--- src/rtl/amdchipkill_enc_arbiter.sv ---
`default_nettype none
// =============================================================================
// amdchipkill_enc_arbiter : round-robin burst arbiter (A/B) feeding one shared
// RS(10,8) chipkill encoder through a 1-deep output register.   Rev 1.0
// =============================================================================

module amdchipkill_rs_enc (
  input  logic [63:0] data,
  output logic [7:0]  p0,
  output logic [7:0]  p1
);

  // Multiply by alpha = 0x02 modulo x^8+x^6+x^4+x^3+x^2+x+1 (0x15F).
  function automatic logic [7:0] xtime(input logic [7:0] v);
    xtime = {v[6:0], 1'b0} ^ (v[7] ? 8'h5F : 8'h00);
  endfunction

  // Horner from d7 down to d0 yields sum(d_i * alpha^i); d7 sits in data[7:0].
  always_comb begin
    p0 = 8'h00;
    p1 = 8'h00;
    for (int j = 0; j < 8; j++) begin
      p0 = p0 ^ data[8*j +: 8];
      p1 = xtime(p1) ^ data[8*j +: 8];
    end
  end

endmodule

module amdchipkill_enc_arbiter #(
  parameter int MAX_BEATS = 8
) (
  input  logic        clk,
  input  logic        rst_n,
  input  logic        enable,
  input  logic        a_valid,
  output logic        a_ready,
  input  logic [63:0] a_data,
  input  logic        a_last,
  input  logic        b_valid,
  output logic        b_ready,
  input  logic [63:0] b_data,
  input  logic        b_last,
  output logic        out_valid,
  input  logic        out_ready,
  output logic [79:0] out_codeword,
  output logic        out_src,
  output logic [2:0]  out_beat,
  output logic        out_last,
  output logic        err_overrun,
  input  logic        err_clr
);

  // MAX_BEATS must lie in 1..8 so the index fits the 3-bit beat field.
  localparam logic [2:0] LAST_IDX = 3'(MAX_BEATS - 1);

  typedef enum logic [1:0] {
    IDLE    = 2'd0,
    GRANT_A = 2'd1,
    GRANT_B = 2'd2
  } state_t;

  state_t      state;
  state_t      state_next;
  logic        last_grant;
  logic        last_grant_next;
  logic [2:0]  beat;
  logic [2:0]  beat_next;

  logic        can_load;
  logic        sel_b;
  logic        sel_valid;
  logic [63:0] sel_data;
  logic        sel_last;
  logic        accept;
  logic        at_limit;
  logic        burst_end;
  logic        overrun;
  logic [7:0]  p0;
  logic [7:0]  p1;

  assign can_load  = !out_valid || out_ready;
  assign sel_b     = (state == GRANT_B);
  assign sel_valid = sel_b ? b_valid : a_valid;
  assign sel_data  = sel_b ? b_data  : a_data;
  assign sel_last  = sel_b ? b_last  : a_last;

  assign a_ready   = (state == GRANT_A) && can_load;
  assign b_ready   = (state == GRANT_B) && can_load;
  assign accept    = (state != IDLE) && sel_valid && can_load;
  assign at_limit  = (beat == LAST_IDX);
  assign burst_end = accept && (sel_last || at_limit);
  assign overrun   = accept && at_limit && !sel_last;

  amdchipkill_rs_enc u_enc (
    .data (sel_data),
    .p0   (p0),
    .p1   (p1)
  );

  always_comb begin
    state_next      = state;
    last_grant_next = last_grant;
    beat_next       = beat;
    case (state)
      IDLE: begin
        // last_grant = 1 means B went last, so A wins a tie.
        if (enable && (a_valid || b_valid)) begin
          if (a_valid && (!b_valid || last_grant)) state_next = GRANT_A;
          else                                     state_next = GRANT_B;
        end
      end
      GRANT_A, GRANT_B: begin
        if (burst_end) begin
          state_next      = IDLE;
          last_grant_next = sel_b;
          beat_next       = 3'd0;
        end else if (accept) begin
          beat_next = beat + 3'd1;
        end
      end
      default: state_next = IDLE;
    endcase
  end

  always_ff @(posedge clk or negedge rst_n) begin
    if (!rst_n) begin
      state      <= IDLE;
      last_grant <= 1'b1;
      beat       <= 3'd0;
    end else begin
      state      <= state_next;
      last_grant <= last_grant_next;
      beat       <= beat_next;
    end
  end

  // Load wins over drain, giving one beat per cycle under continuous flow.
  always_ff @(posedge clk or negedge rst_n) begin
    if (!rst_n) begin
      out_valid    <= 1'b0;
      out_codeword <= 80'h0;
      out_src      <= 1'b0;
      out_beat     <= 3'd0;
      out_last     <= 1'b0;
    end else if (accept) begin
      out_valid    <= 1'b1;
      out_codeword <= {sel_data, p0, p1};
      out_src      <= sel_b;
      out_beat     <= beat;
      out_last     <= sel_last || at_limit;
    end else if (out_ready) begin
      out_valid    <= 1'b0;
    end
  end

  always_ff @(posedge clk or negedge rst_n) begin
    if (!rst_n)       err_overrun <= 1'b0;
    else if (overrun) err_overrun <= 1'b1;
    else if (err_clr) err_overrun <= 1'b0;
  end

endmodule
`default_nettype wire

--- config.mk ---
export PLATFORM = sky130hd
export DESIGN_NAME = amdchipkill_enc_arbiter
export DESIGN_NICKNAME = d
export VERILOG_FILES = /design/src/rtl/amdchipkill_enc_arbiter.sv
export SDC_FILE = /design/constraint.sdc
export NUM_CORES = 1
export LEC_CHECK = 0
export ABC_AREA = 1
export BUFFER_PORTS_ARGS = -buffer_cell sky130_fd_sc_hd__buf_2
export CAP_MARGIN = 20
export CELL_PAD_IN_SITES_DETAIL_PLACEMENT = 0
export CELL_PAD_IN_SITES_GLOBAL_PLACEMENT = 1
export CORE_MARGIN = 10
export CORE_UTILIZATION = 30
export CTS_BUF_LIST = sky130_fd_sc_hd__clkbuf_16
export CTS_CLUSTER_DIAMETER = 60
export DETAILED_ROUTE_END_ITERATION = 7
export GPL_TIMING_DRIVEN = 0
export PLACE_DENSITY = 0.82
export SLEW_MARGIN = 30
export SYNTH_ARGS = -nofsm -noshare
export SYNTH_HDL_FRONTEND = slang
export SYNTH_SLANG_ARGS = --single-unit
--- constraint.sdc ---
create_clock -name clk -period 5.4 [get_ports clk]
set_input_delay 0.54 -clock clk [delete_from_list [all_inputs] [get_ports clk]]
set_output_delay 0.54 -clock clk [all_outputs]
set_load 0.01 [all_outputs]
==> impl_metrics.yaml, run 1 <==
setup_path:
  timing.setup.critical_path_class: "flip-flop to flip-flop"
  cp.required_ns: 5.70
  cp.arrival_ns: 3.18
  cp_max_fo: 10
  cp_cell_sequence: "inv_1 -> ha_1 -> buf_6 -> inv_4 -> buf_6 -> buf_6 -> buf_2 -> nor2_1 -> nor2_1 -> nand3_1 -> clkinv_1 -> clkbuf_1 -> nand3_1 -> nand2_1"
  end_kind: "flip-flop"
  start_kind: "flip-flop"
  critPathMaxStageDelay_ns: 0.50
  worst_path_max_delay_cell: "clkbuf_1"
  path_common_cell: "buf_6"
clock_network:
  postCtsResizedCells: 0
  cts_tree: "yes"
  insertion_delay_ns: 0.36
  clk_path_buf_depth: 2
  cts_root_buf: "clkbuf_16"
  cts_buffers: 9
  cts_htree_levels: 3
  ctsHoldBuffers: 0
  clk_pin_slew_ns: 0.07
  clock_sinks: 93
  post_cts_buffers: 0
pwr:
  vdd_drop_max_v: 0.000280
  p_leak_nw: 4.84
  intPower_mw: 3.02
  net-switching-power_mw: 3.50
  swShare: 0.536
  comb_power_share: 0.713
  finalPower_mw: 6.52
  seq_power_share: 0.186
  clockPowerShare: 0.101
  p_per_area_nw_per_um2: 780
grt:
  grt_use_met3: 0.0393
  busiest_layer: "met2"
  grt_pass1_vias: 6679
  grt_use_total: 0.172
  grt_start_max_net_pins: 59
  antenna_found_initial: 1
  gr-usage-met1: 0.223
  grt_pass1_wl_um: 37700
  grt_use_met2: 0.276
  grt.overflow.total: 0
routing:
  route.detailed.drc: 0
  vias_per_cell: 4.51
  ant_nets: 0
  initialDrtViolationCount: 366
  firstDrtPassIters: 6
  wl_per_cell_um: 16.6
  vias: 6742
  totalWireLength_um: 24800
logic_synthesis:
  yosys-top-cells-area: "dfrtp_1, nand2_1, xnor2_1"
  yosysTopAreaCellShare: 0.351
  yosys_register_bits: 93
  mappedNetlistArea_um2: 6560
  syn_area_per_cell_um2: 6.74
  synthTopCellsByCount: "nand2_1, dfrtp_1, inv_1"
  synth_area_leader_cell: "dfrtp_1"
  syn_inst: 973
  synth_warnings: 0
  syn-num-nets: 1115
  synth_edf_count: 0
  yosysMostFrequentCell: "nand2_1"
  async_flop_share: 1.00
  ys_seq_area_frac: 0.355
  synth_flop_cell: "dfrtp_1"
  yosys.cell_types.count: 39
sta:
  setup_slack_ns: 2.52
  fin_tns_setup_ns: 0
  slew_viol_final: 0
  setup_viol: 0
  worst_slew_pin_slew_ns: 0.635
  timing.hold.ws_ns: 0.0775
  min_period_over_period: 0.533
  clock_skew_ns: 0.00850
  period_needed_ns: 2.88
  grt_setup_unrepaired: "false"
  maxSlewHeadroom: 0.577
  final_hold_viol_count: 0
  max_freq_mhz: 347
finish:
  utilization: 0.386
  seqCellArea_um2: 2330
  final_nets: 1352
  fill_cells: 2342
  multi_input_area_um2: 3610
  area_delta_synth_final_pct: 27.6
  n_antenna_cell: 0
  drive_above_1_share: 0.267
floorplanning:
  die_h_um: 168
  core-area_um2: 21700
  die_w_um: 168
  ios: 226
  dieArea_um2: 28200
  rows: 54
  initial_core_util: 0.302
place:
  routabilityCongestion: 0.894
  dp_hpwl_um: 20500
  place_ws_ns: 2.50
  io_buffers: 225
job:
  maxCapViolations: 0
run_status:
  status: "finished, final reports clean"
worst_hold_path:
  hp-class: "input pin to async pin"
==> layer usage <==
layer	routed length [µm]	share of wire
met5	7	0.00028
met4	530	0.021
met3	1630	0.066
met2	11500	0.46
met1	11200	0.45
==> power groups by stage <==
stage	clock network, mW	logic, mW	registers [mW]
2_1_floorplan	0	3.11	1.36
3_3_place_gp	0	4.62	1.21
3_5_place_dp	0	4.68	1.22
4_1_cts	0.673	4.69	1.21
5_1_grt	0.695	5.23	1.25
6_report	0.659	4.65	1.21
==> placed cells by master (no fill, tap or decap), drive strengths merged, types with 3 or more instances in the layout <==
master  count
nand2     489
buf       249
inv       103
dfrtp      92
o21ai      71
nand3      51
xnor2      40
xor2       37
clkbuf     21
nor2       17
or2        12
ha          5
nand4       4
o211ai      4
clkinv      4
nand3b      3
==> flip-flops by register name, summed over array words and instances (netlist names) <==
signal and flops:
out_codeword 80, beat 3, out_last 1, out_beat 3, last_grant 1, out_src 1
state 2, out_valid 1, err_overrun 1
==> logic make-up after synthesis <==
family / share of synthesized area
AND/OR/NAND/NOR: 0.362
AO/OA/AOI/OAI: 0.0720
buffers and inverters: 0.0937
XOR/XNOR: 0.104
adder cells (fa/ha/maj): 0.00954
flip-flops: 0.355
multiplexers: 0.00324
==> cell type report <==
type / count / area share
Buffer: 35 / 0.0274
Sequential cell: 93 / 0.278
Inverter: 102 / 0.0461
Tap cell: 280 / 0.0419
Multi-Input combinational cell: 743 / 0.432
Clock inverter: 7 / 0.00868
Timing Repair Buffer: 226 / 0.139
Clock buffer: 9 / 0.0269
==> metrics by stage <==
stage,area [µm²],instances
global route,8360,1495
detailed placement,8070,1479
floorplan,6560,973
CTS,8360,1495
global placement,8030,1478
finish,8360,1495
==> worst paths after layout <==
kind                                    end  cells past startpoint  slack, ns        startpoint
max in group asynchronous        last_grant                      2       4.66             rst_n
min in group clk                err_overrun                      2       0.38           err_clr
hold reg to reg            out_codeword[56]                      2       0.48  out_codeword[56]
setup reg to reg            out_codeword[7]                     14       2.52          state[0]
setup / recovery            out_codeword[7]                     14       2.52          state[0]
hold / removal             out_codeword[36]                      1       0.08             rst_n
==> critical path: cells and delay by family (launching register included) <==
kind | cells | cell delay, ns
adders and majority gates | 1 | 0.24
buffers and inverters | 8 | 1.57
DFF | 1 | 0.37
and+or+nand+nor | 5 | 0.62
Power figures use the tool's default switching activity.
==> run 2, diff against run 1 <==
--- a/config.mk
+++ b/config.mk
@@ -16,7 +16,7 @@
 export CTS_CLUSTER_DIAMETER = 60
 export DETAILED_ROUTE_END_ITERATION = 7
 export GPL_TIMING_DRIVEN = 0
-export PLACE_DENSITY = 0.82
+export PLACE_DENSITY = 0.85
 export SLEW_MARGIN = 30
 export SYNTH_ARGS = -nofsm -noshare
 export SYNTH_HDL_FRONTEND = slang
==> constraint.sdc (replaced) <==
create_clock -name clk -period 2.4 [get_ports clk]
set_input_delay 0.24 -clock clk [delete_from_list [all_inputs] [get_ports clk]]
set_output_delay 0.24 -clock clk [all_outputs]
set_load 0.01 [all_outputs]
==> run 2 against run 1 <==
Against the previous run:
- the run now ends with negative setup slack left
- worst setup slack worse by 2.7 ns
- cell area is 18% higher
- hold slack got worse by 0.0039 ns
- sequential power rose by 130%
- flip-flop and latch count did not move
- critical path type unchanged
- largest power group unchanged
==> impl_metrics.yaml, run 2 (synthesis gave the netlist of run 1 again) <==
finish:
  fill_cells: 2168
  regMostFlops: "out_codeword"
  final_common_cell: "nand2_1"
  final_nets: 1390
  drive_above_1_share: 0.416
  reg_top3: "out_codeword x80, beat x3, out_beat x3"
  area_delta_synth_final_pct: 50.8
  most-common-layout-cells: "nand2_1, buf_2, dfrtp_1"
  largest_register_ffs: 80
routing:
  wl_per_cell_um: 17.2
  route.detailed.drc: 0
  totalWireLength_um: 26400
  initialDrtViolationCount: 345
  top_layer: "met5"
  vias: 7106
  wl_met2_um: 12700
  vias_per_cell: 4.63
  ant_nets: 0
  wl_met1_um: 11400
  met3_length_um: 1760
  firstDrtPassIters: 5
sta:
  clock_skew_ns: 0.0107
  setup_viol: 11
  max_freq_mhz: 383
  worst_slew_pin_slew_ns: 0.568
  setup_slack_ns: -0.213
  maxSlewHeadroom: 0.617
  timing.hold.ws_ns: 0.0736
  grt_setup_unrepaired: "true"
  min_period_over_period: 1.09
  slew_viol_final: 0
  period_needed_ns: 2.61
  final_hold_viol_count: 0
clock_network:
  clock_sinks: 93
  clk_path_buf_depth: 2
  cts_buffers: 9
  clk_pin_slew_ns: 0.07
  cts_root_buf: "clkbuf_16"
  insertion_delay_ns: 0.36
  cts_tree: "yes"
  cts_htree_levels: 3
grt:
  grt_pass1_wl_um: 39600
  grt.overflow.total: 0
  grt_start_max_net_pins: 59
  grt_use_total: 0.178
  grt_pass1_vias: 7017
  antenna_found_initial: 3
setup_path:
  end_kind: "flip-flop"
  timing.setup.critical_path_class: "flip-flop to flip-flop"
  start_kind: "flip-flop"
  cp_max_fo: 7
  cp.required_ns: 2.65
  cp.arrival_ns: 2.86
pwr:
  p_per_area_nw_per_um2: 1810
  p_leak_nw: 5.44
  vdd_drop_max_v: 0.000642
floorplanning:
  ios: 226
  core-area_um2: 21700
  rows: 54
  die_h_um: 168
  initial_core_util: 0.302
  dieArea_um2: 28200
  die_w_um: 168
run_status:
  violations: "negative setup slack"
  status: "finished with violations"
worst_hold_path:
  hp-class: "input pin to flip-flop"
place:
  place_ws_ns: -0.559
  io_buffers: 225
  routabilityCongestion: 0.901
  dp_hpwl_um: 20300
job:
  maxCapViolations: 0
[run 2: metal layers]
layer  global-route usage  vias to the layer above
li1                     -                     3528
met1                0.230                     3316
met2                0.292                      230
met3               0.0389                       30
met4               0.0511                        2
met5                    0                        -
[run 2: power breakdown]
| part | total [mW] | internal, mW | switching (mW) |
|---|---|---|---|
| combinational | 13.7 | 5.42 | 8.25 |
| clock | 1.50 | 0.815 | 0.685 |
| sequential | 2.73 | 2.34 | 0.385 |
[run 2: repair_timing]
action | in CTS | in global routing
setup buffers | 21 | 11
gates cloned | 2 | 4
pin swaps | 44 | 42
endpoints found under the hold margin | 35 | 0
hold buffers | 1 | 0
setup endpoints to repair | 93 | 89
gates resized for setup | 197 | 122
[run 2: metrics by stage]
step | TNS, ns | total power, mW | cells | area [µm²] | utilization
floorplan | 0 | 10.0 | 973 | 6560 | -
global placement | -32.77 | 13.1 | 1478 | 8030 | 0.370
detailed placement | -35.24 | 13.2 | 1479 | 8070 | 0.372
CTS | -1.08 | 16.7 | 1519 | 9340 | 0.430
global route | -3.23 | 19.3 | 1534 | 9880 | 0.456
finish | -1.48 | 17.9 | 1535 | 9890 | 0.456
[run 2: area by class of cell]
type	instances	area, µm²	area share
Sequential cell	93	2330	0.236
Inverter	102	403	0.0408
Clock inverter	7	75.1	0.00759
Antenna cell	2	5.00	0.000506
Buffer	34	418	0.0423
Tap cell	280	350	0.0354
Clock buffer	9	225	0.0228
Timing Repair Buffer	265	1570	0.158
Multi-Input combinational cell	743	4510	0.457
[run 2: critical path, cell delays in order (launching register included)]
cell,delay [ns]
dfrtp_1,0.42
ha_4,0.20
buf_12,0.15
buf_6,0.12
buf_16,0.13
o21ai_4,0.16
nand2_2,0.09
nand2_4,0.12
nand2_4,0.08
nand2_4,0.08
nand2_8,0.07
nand2_8,0.11
nand2_8,0.07
nand2_4,0.09
nand2_2,0.08
nand2_4,0.10
nand2_1,0.08
nand2_1,0.07
nand2_1,0.06
nand2_1,0.06
nand2_1,0.04
nand3_1,0.06
nand2_1,0.05
[run 2: path summary, 6_finish.rpt]
| check | depth (start not counted) | startpoint | endpoint | slack [ns] |
|---|---|---|---|---|
| min in group asynchronous | 2 | rst_n | out_codeword[36] | 0.34 |
| max in group asynchronous | 3 | rst_n | last_grant | 1.40 |
| min | 2 | err_clr | err_overrun | 0.07 |
| max | 22 | state[1] | out_codeword[4] | -0.21 |
| min reg2reg | 2 | out_codeword[5] | out_codeword[5] | 0.47 |
| max reg2reg | 22 | state[1] | out_codeword[4] | -0.21 |
==> run 3, diff against run 2 <==
==> constraint.sdc (replaced) <==
create_clock -name clk -period 2.4 [get_ports clk]
set_input_delay 0.36 -clock clk [delete_from_list [all_inputs] [get_ports clk]]
set_output_delay 0.36 -clock clk [all_outputs]
set_load 0.01 [all_outputs]
==> run 3 against run 2 <==
Against the previous run:
- the flow still finishes with violations (negative setup slack)
- largest power group unchanged
- register-to-register slack barely moved
- first-iteration DRC count shrank 0.58%
- power about the same
==> impl_metrics.yaml, run 3 (synthesis gave the netlist of run 1 again) <==
run_status:
  status: "finished with violations"
  violations: "negative setup slack"
sta:
  clock_skew_ns: 0.0107
  min_period_over_period: 1.09
  timing.hold.ws_ns: 0.194
  slew_viol_final: 0
  period_needed_ns: 2.61
  max_freq_mhz: 383
  setup_viol: 11
  final_hold_viol_count: 0
  maxSlewHeadroom: 0.620
  worst_slew_pin_slew_ns: 0.563
  setup_slack_ns: -0.214
  grt_setup_unrepaired: "true"
floorplanning:
  ios: 226
  initial_core_util: 0.302
  die_h_um: 168
  dieArea_um2: 28200
  die_w_um: 168
  rows: 54
  core-area_um2: 21700
finish:
  largest_register_ffs: 80
  final_nets: 1390
  utilization: 0.456
  reg_top3: "out_codeword x80, beat x3, out_beat x3"
  regMostFlops: "out_codeword"
  drive_above_1_share: 0.416
  fin_cells: 1535
  finalInstanceArea_um2: 9890
  area_delta_synth_final_pct: 50.8
  most-common-layout-cells: "nand2_1, buf_2, dfrtp_1"
  final_common_cell: "nand2_1"
clock_network:
  clk_path_buf_depth: 2
  cts_tree: "yes"
  clock_sinks: 93
  cts_buffers: 9
  insertion_delay_ns: 0.36
  cts_htree_levels: 3
  cts_root_buf: "clkbuf_16"
  clk_pin_slew_ns: 0.07
place:
  placed_area_um2: 8070
  dp_hpwl_um: 20300
  routabilityCongestion: 0.901
  io_buffers: 225
  placed_cells: 1479
routing:
  wl_per_cell_um: 17.2
  totalWireLength_um: 26400
  initialDrtViolationCount: 343
  vias: 7107
  top_layer: "met5"
  wl_met2_um: 12700
  wl_met1_um: 11400
  firstDrtPassIters: 5
  route.detailed.drc: 0
  ant_nets: 0
  vias_per_cell: 4.63
  met3_length_um: 1750
pwr:
  p_leak_nw: 5.44
  vdd_drop_max_v: 0.000641
  p_per_area_nw_per_um2: 1810
grt:
  grt.overflow.total: 0
  antenna_found_initial: 3
  grt_use_total: 0.178
  grt_pass1_vias: 7017
  grt_start_max_net_pins: 59
  grt_pass1_wl_um: 39600
setup_path:
  cp.arrival_ns: 2.86
  cp.required_ns: 2.65
  end_kind: "flip-flop"
  path_common_cell: "nand2_1"
  cp_cell_sequence: "ha_4 -> buf_12 -> buf_6 -> buf_16 -> o21ai_4 -> nand2_2 -> nand2_4 -> nand2_4 -> nand2_4 -> nand2_8 -> nand2_8 -> nand2_8 -> nand2_4 -> nand2_2 -> nand2_4 -> nand2_1 -> nand2_1 -> nand2_1 -> nand2_1 -> nand2_1 -> nand3_1 -> nand2_1"
  start_kind: "flip-flop"
  worst_path_max_delay_cell: "dfrtp_1"
  cp_max_fo: 7
  timing.setup.critical_path_class: "flip-flop to flip-flop"
  critPathMaxStageDelay_ns: 0.42
worst_hold_path:
  hp-class: "input pin to flip-flop"
job:
  maxCapViolations: 0
[run 3: layer usage]
layer	up-vias	GRT usage
met5	-	0
met4	2	0.0511
met3	30	0.0389
met2	230	0.292
met1	3315	0.230
li1	3530	-
[run 3: per-stage QoR]
step,TNS [ns],total power [mW],setup WS (ns)
global route,-3.23,19.3,-0.354
floorplan,0,10.0,0.0843
CTS,-1.08,16.7,-0.157
detailed placement,-35.24,13.2,-0.559
finish,-1.48,17.9,-0.214
global placement,-36.50,13.1,-0.516
[run 3: final timing paths]
path	startpoint	to	slack, ns	depth (start not counted)
setup / recovery	state[1]	out_codeword[4]	-0.21	22
hold / removal	err_clr	err_overrun	0.19	2
setup reg to reg	state[1]	out_codeword[4]	-0.21	22
hold reg to reg	out_codeword[5]	out_codeword[5]	0.47	2
max in group asynchronous	rst_n	last_grant	1.28	3
min in group asynchronous	rst_n	out_codeword[36]	0.46	2
[run 3: area by class of cell]
cell class / instances / area [µm²]
fillers: 2168 / 11800
multi-input cells: 743 / 4510
diodes: 2 / 5.00
repair buffers: 265 / 1570
inverters: 102 / 403
well taps: 280 / 350
clock buffers: 9 / 225
clock inverters: 7 / 75.1
flip-flops and latches: 93 / 2330
plain buffers: 34 / 418
[run 3: timing repair]
action,4_1_cts,5_1_grt
pin swaps,44,42
hold buffers,1,0
gates cloned,2,4
endpoints found under the hold margin,35,0
setup endpoints to repair,94,89
buffers inserted,21,11
resized for setup,197,122
[run 3: critical path, delay by kind of cell (launching register included)]
| kind | cells | cell delay (ns) |
|---|---|---|
| AND/OR/NAND/NOR | 17 | 1.30 |
| flip-flops | 1 | 0.42 |
| buffers and inverters | 3 | 0.40 |
| adder cells (fa/ha/maj) | 1 | 0.20 |
| AO/OA/AOI/OAI | 1 | 0.16 |
[run 3: report_power, final]
part	switching, mW	internal [mW]
clock	0.685	0.815
combinational	8.25	5.42
sequential	0.385	2.34
